### src/rtl/mem_port_arbiter.sv
// mem_port_arbiter: shares one single-ported memory between fetch and data ports with starvation protection
module mem_port_arbiter #(
  parameter int ADDR_W     = 32,
  parameter int DATA_W     = 32,
  parameter int STARVE_MAX = 4
) (
  input  logic              clk,
  input  logic              rst,
  input  logic              if_req,
  input  logic [ADDR_W-1:0] if_addr,
  output logic [DATA_W-1:0] if_rdata,
  output logic              if_done,
  input  logic              dm_req,
  input  logic              dm_we,
  input  logic [ADDR_W-1:0] dm_addr,
  input  logic [DATA_W-1:0] dm_wdata,
  output logic [DATA_W-1:0] dm_rdata,
  output logic              dm_done,
  output logic              mem_req,
  output logic              mem_we,
  output logic [ADDR_W-1:0] mem_addr,
  output logic [DATA_W-1:0] mem_wdata,
  input  logic [DATA_W-1:0] mem_rdata,
  input  logic              mem_ack,
  output logic              pipe_stall
);
  localparam logic [1:0] IDLE = 2'd0, GNT_IF = 2'd1, GNT_DM = 2'd2;
  localparam logic [3:0] SMAX = 4'(STARVE_MAX);
  logic [1:0] state;
  logic [3:0] starve;
  logic quiet, gnt_if, gnt_dm;
  // the cycle after any completion is a bubble so the pipeline can advance its requests
  always_comb begin
    quiet  = state == IDLE && !if_done && !dm_done;
    gnt_if = quiet && if_req && (!dm_req || starve == SMAX);
    gnt_dm = quiet && dm_req && !gnt_if;
  end
  assign pipe_stall = (if_req & ~if_done) | (dm_req & ~dm_done);
  always_ff @(posedge clk) begin
    if (rst) begin
      state     <= IDLE;
      starve    <= '0;
      mem_req   <= 1'b0;
      mem_we    <= 1'b0;
      mem_addr  <= '0;
      mem_wdata <= '0;
      if_rdata  <= '0;
      dm_rdata  <= '0;
      if_done   <= 1'b0;
      dm_done   <= 1'b0;
    end else begin
      if_done <= 1'b0;
      dm_done <= 1'b0;
      if (state == IDLE && !if_req) starve <= '0;
      if (gnt_if) begin
        state    <= GNT_IF;
        mem_req  <= 1'b1;
        mem_we   <= 1'b0;
        mem_addr <= if_addr;
        starve   <= '0;
      end else if (gnt_dm) begin
        state     <= GNT_DM;
        mem_req   <= 1'b1;
        mem_we    <= dm_we;
        mem_addr  <= dm_addr;
        mem_wdata <= dm_wdata;
        if (if_req && starve != SMAX) starve <= starve + 4'd1;
      end else if (state != IDLE && mem_ack) begin
        state   <= IDLE;
        mem_req <= 1'b0;
        if (state == GNT_IF) begin
          if_rdata <= mem_rdata;
          if_done  <= 1'b1;
        end else begin
          dm_done <= 1'b1;
          if (!mem_we) dm_rdata <= mem_rdata;
        end
      end
    end
  end
endmodule

### config.mk
export PLATFORM = sky130hd
export DESIGN_NAME = mem_port_arbiter
export DESIGN_NICKNAME = d
export VERILOG_FILES = /design/src/rtl/mem_port_arbiter.sv
export SDC_FILE = /design/constraint.sdc
export NUM_CORES = 1
export LEC_CHECK = 0
export CORE_ASPECT_RATIO = 0.75
export CORE_MARGIN = 10
export CORE_UTILIZATION = 35
export CTS_BUF_LIST = sky130_fd_sc_hd__clkbuf_16
export DETAILED_ROUTE_END_ITERATION = 10
export PLACE_DENSITY_LB_ADDON = 0.12
export SETUP_SLACK_MARGIN = 0.15
export SLEW_MARGIN = 15
export SYNTH_ARGS = -nofsm -noshare
export SYNTH_HDL_FRONTEND = slang
export SYNTH_SLANG_ARGS = --single-unit
### constraint.sdc
create_clock -name clk -period 4.65 [get_ports clk]
set_input_delay 0.465 -clock clk [delete_from_list [all_inputs] [get_ports clk]]
set_output_delay 0.465 -clock clk [all_outputs]
set_load 0.02 [all_outputs]
# --- Word level (Yosys, flattened, before mapping) ---
# Cells that the tools add are included.
totals:
  register_bits: 138
  latch_bits: 0
  ramBits: 0
  rom_bits: 0
  wordCells: 63
  n_memories: 0
classes:
  add_sub_neg: 1
  n_mul: 0
  div: 0
  order_cmp: 0
  n_eq_ne: 3
  n_shift: 0
  muxes: 13
  n_bitwise: 10
  reduce_logical: 25
op_table:
  columns: ["op", "n"]
  rows:
  - ["32-bit two-way mux", 2]
  - ["4-bit two-way mux", 3]
  - ["1-bit logical AND", 9]
  - ["1-bit inverter", 7]
  - ["1-bit two-way mux", 6]
  - ["2-bit nonzero test", 3]
  - ["1-bit logical NOT", 5]
  - ["5-bit AND reduction", 1]
  - ["4-bit by 1-bit adder with 4-bit output (second input constant)", 1]
  - ["4-bit by 3-bit equality test with 1-bit output (second input constant)", 1]
  - ["2-bit two-way mux", 2]
  - ["4-bit by 3-bit != test with 1-bit output (second input constant)", 1]
  - ["4-bit AND reduction", 1]
  - ["4-bit OR reduction", 1]
  - ["3-bit nonzero test", 1]
  - ["1-bit AND", 2]
  - ["2-bit by 1-bit equality test with 1-bit output (second input constant)", 1]
  - ["2-bit logical NOT", 1]
  - ["2-bit AND reduction", 1]
  - ["2-bit OR reduction", 1]
  - ["1-bit logical OR", 1]
  - ["1-bit OR", 1]

# --- Logic depth before layout (Yosys ltp) ---
depth:
  depth_word: 9
  mapped_depth: 7
  depth_no_buf: 6

# --- Least setup slack after synthesis ---
# No wires, ideal clock.
synth_path:
  path_type: "register to register"
  from: "register starve[0]"
  to: "register mem_addr[2]"
  t_arrival_ns: 1.722
  setup_slack_ns: 2.837
  path_stages_with_launch: 8
  synth_period_minus_slack_ns: 1.813
  cell_sequence: "dfxtp_1 -> inv_1 -> ha_1 -> and3b_1 -> o211ai_1 -> clkbuf_1 -> nand2_1 -> a311oi_1"
synth_between:
  elab_chain_len: 6
  word_cells_on_any_way: 7
  cone_classes: "eq/ne: 1; mux: 1; reduce/logical: 5"
synth_rtl:
  columns: ["item", "line_no", "source"]
  rows:
  - ["from (decl)", "30", "logic [3:0] starve;"]
  - ["from (signal assigned)", "67", "if (if_req && starve != SMAX) starve <= starve + 4'd1;"]
  - ["4-bit by 3-bit equality test with 1-bit output *", "35", "gnt_if = quiet && if_req && (!dm_req || starve == SMAX);"]
  - ["1-bit logical OR *", "35", null]
  - ["1-bit logical AND *", "35", null]
  - ["1-bit logical NOT", "36", "gnt_dm = quiet && dm_req && !gnt_if;"]
  - ["1-bit logical AND", "36", null]
  - ["2-bit nonzero test (no line)", null, null]
  - ["to (signal assigned)", "59", "mem_addr <= if_addr;"]
  - ["to (signal assigned)", "65", "mem_addr <= dm_addr;"]
  - ["to (decl)", "21", "output logic [ADDR_W-1:0] mem_addr,"]
# Mark *: on every way between the ends. The rest lies on a longest branch, timed or not.
# A chain may end at the register's enable or synchronous reset.

# --- Worst setup path in the final report ---
layout_path:
  from: "input dm_req"
  to: "output pipe_stall"
layout_between:
  elab_chain_len: 2
layout_rtl:
  columns: ["item", "line_no", "source"]
  rows:
  - ["from (decl)", "13", "input logic dm_req,"]
  - ["1-bit AND", "38", "assign pipe_stall = (if_req & ~if_done) | (dm_req & ~dm_done);"]
  - ["1-bit OR", "38", null]
  - ["to (decl)", "25", "output logic pipe_stall"]
# No other way between the ends.

==> results.md <==
- Detailed Route Iter0 Violations: about 250
- Placer Congestion: ~0.81
- Clk root buf: clkbuf_16
- Post-DP HPWL: around 14,000 um
- Clock Sinks: 138
- Max-slew headroom: 36.8%
- Leak Pwr: 3.09 nW
- Post-synth cell types: 30
- Site Rows: 38
- Post-CTS resize count: 0
- IO buf count: around 270
- Register-to-register setup slack: 2220 ps
- Worst path arrival time: around 2200 ps
- Tot GR Track Use: 18.0%
- Ports: 267
- Htree depth: 4
- Worst-path clk slew: 60 ps
- Number of register bits inferred by synthesis: 138
- Total wire length: 18,700 um
- Antenna viol nets, final: 0
- Pre-antenna DRT Iters: 4
- Initial Utilization: 35.7%
- Mean post-synth cell area: slightly below 8 um^2
- Vias per inst: 4.85
- Synth Warn #: 0
- Worst min path class: flop to flop
- Fin area: 8560 um^2
- RSZ-0062 raised after global routing: no
- Switch Pwr: slightly below 0.9 mW
- Slew Viols, Final: 0
- TritonCTS clock tree: yes
- Post-synthesis sequential area ratio: ~53%
- Placement Cell Area: 7960 um^2
- Post-route DRC: 0
- CP max FO: 6
- Bufs on Longest Clock Path: 2
- Clock Skew: 8.36 ps
- Clock share of power: 40.9%
- Net Sw Frac: 26.7%
- Die X-Extent: 160 um
- Layout cells sized above 1: under 10%
- Status: complete, no violations
- Placed insts: 1,085
- Setup bufs post-CTS: 0
- Final setup TNS: 0 ps
- Logic pwr share: between 10% and 20%
- Max cap viols: 0
- Crit Path Category: input pin to output port
- Part of the power in registers: 39.9%
- Final non-filler cell total: approximately 1,100
- Post-layout util: 59.2%
- Syn Nets: 794
- Crit start category: input pin
- Vias in the first global route: ~5,300
- Hold buffers post-CTS: 0
- Hold slack: between 400 and 500 ps
- Netlist Area Pre-Place: 5160 um^2
- First-pass GRT wire length: 29,300 um
- Worst VDD drop: 242 uV
- Die area: between 20,000 and 25,000 um^2
- Worst Tran Pin Value: about 950 ps
- Crit path required time: 4180 ps
- Initial antenna violation count: 1
- Fin crit share: 56.8%
- Critical Path Sink Type: output port
- Fmax: 379 MHz
- Largest net degree at the start of global routing: 80
- Final setup viols: 0
- DR WL/cell: between 15 and 20 um
- Pwr dens: 383 nW/um^2
- Core area: 14,500 um^2
- Final hold vios: 0
- Post-Syn Instances: 658
- Minimum clock period: 2640 ps
- Die height: around 130 um
- Total number of vias: 5,419
- Cts bufs inserted: 17
- Gr ovfl total: 0
- Nets: 1,041
- P_int: 2.40 mW
- Syn-to-layout area delta: 65.6%
- Worst-Skew Late Latency: 410 ps
cell usage in the layout (no fill, tap or decap), types with 4 or more instances in the layout:
cell type / count
nand2_1: 263
a311oi_1: 32
buf_4: 9
clkinv_2: 4
a21oi_1: 102
nor2_1: 37
clkbuf_16: 17
clkdlybuf4s50_1: 265
dfxtp_1: 138
inv_1: 6
critical path, stage by stage:
cell and delay [ps]:
clkdlybuf4s50_1 630, inv_1 220, o22ai_1 190, clkdlybuf4s50_1 660
power groups by stage:
stage                     clock, mW  combinational, mW  sequential, mW
after floorplan                   0              0.202            1.42
after global placement            0              0.616            1.33
after detailed placement          0              0.629            1.33
after CTS                      1.37              0.632            1.31
after global routing           1.43              0.675            1.32
final                          1.34              0.626            1.31
metal layers:
metal  global-route usage (%)  wire (um)  part of all wire, %  up-vias
met5                        0          0                    0        -
met4                     6.30        341                  1.8        0
met3                     8.98       1730                  9.2       24
met2                     29.5       8930                   48      194
met1                     20.0       7730                   41     2522
li1                         -          -                    -     2679
through the flow:
step / worst slack [ps] / power (mW)
global placement: 1810 / 1.94
detailed placement: 1670 / 1.96
CTS: 1910 / 3.31
global route: 1980 / 3.42
finish: 2010 / 3.27
floorplan: 2840 / 1.62
flip-flops by register name (all words and copies together) (netlist names):
signal / count
state: 2
mem_wdata: 32
starve: 4
dm_rdata: 32
dm_done: 1
if_done: 1
if_rdata: 32
mem_addr: 32
mem_req: 1
mem_we: 1
synthesized netlist by cell type, drive strengths merged:
cell	n	area share (%)
nand2	263	19
dfxtp	138	53
a21oi	103	10
nor2	38	2.8
clkbuf	36	2.6
a311oi	32	5.4
buf	12	1.5
inv	4	0.29
a211oi	3	0.78
nand3b	3	0.44
nor3	3	0.29
or3	3	0.36
and3b	2	0.34
ha	2	0.48
nand2b	2	0.24
o211ai	2	0.29
o21ai	2	0.19
or2	2	0.24
mux2i	1	0.19
nand3	1	0.097
nand4	1	0.12
nor2b	1	0.12
nor4	1	0.12
o22ai	1	0.12
o32ai	1	0.17
or4	1	0.22
logic make-up (layout without fill, tap and decap cells):
kind of cell | Yosys count | after routing | share of synthesized area (%)
AND/OR/NAND/NOR | 321 | 321 | 24.5
AO/OA/AOI/OAI | 144 | 144 | 17.0
flip-flops | 138 | 138 | 53.5
buffers and inverters | 52 | 311 | 4.41
adder cells (fa/ha/maj) | 2 | 2 | 0.484
multiplexers | 1 | 1 | 0.194
other | 0 | 1 | 0
final timing paths:
| check | start | to | cells after the start |
|---|---|---|---|
| min reg2reg | if_rdata[19]$_SDFFE_PP0P_ | if_rdata[19]$_SDFFE_PP0P_ | 2 |
| max reg2reg | state[0]$_SDFFE_PP0P_ | mem_addr[4]$_SDFFE_PP0P_ | 5 |
| min | if_rdata[19]$_SDFFE_PP0P_ | if_rdata[19]$_SDFFE_PP0P_ | 2 |
| max | dm_req | pipe_stall | 4 |
area by class of cell:
| cell class | instances | area [um^2] |
|---|---|---|
| Antenna cell | 1 | 2.50 |
| Clock buffer | 17 | 425 |
| Clock inverter | 14 | 158 |
| Fill cell | 1286 | 5900 |
| Inverter | 4 | 15.0 |
| Multi-Input combinational cell | 468 | 2200 |
| Sequential cell | 138 | 2760 |
| Tap cell | 200 | 250 |
| Timing Repair Buffer | 276 | 2750 |
No activity file was read; power rests on OpenSTA's default activity.
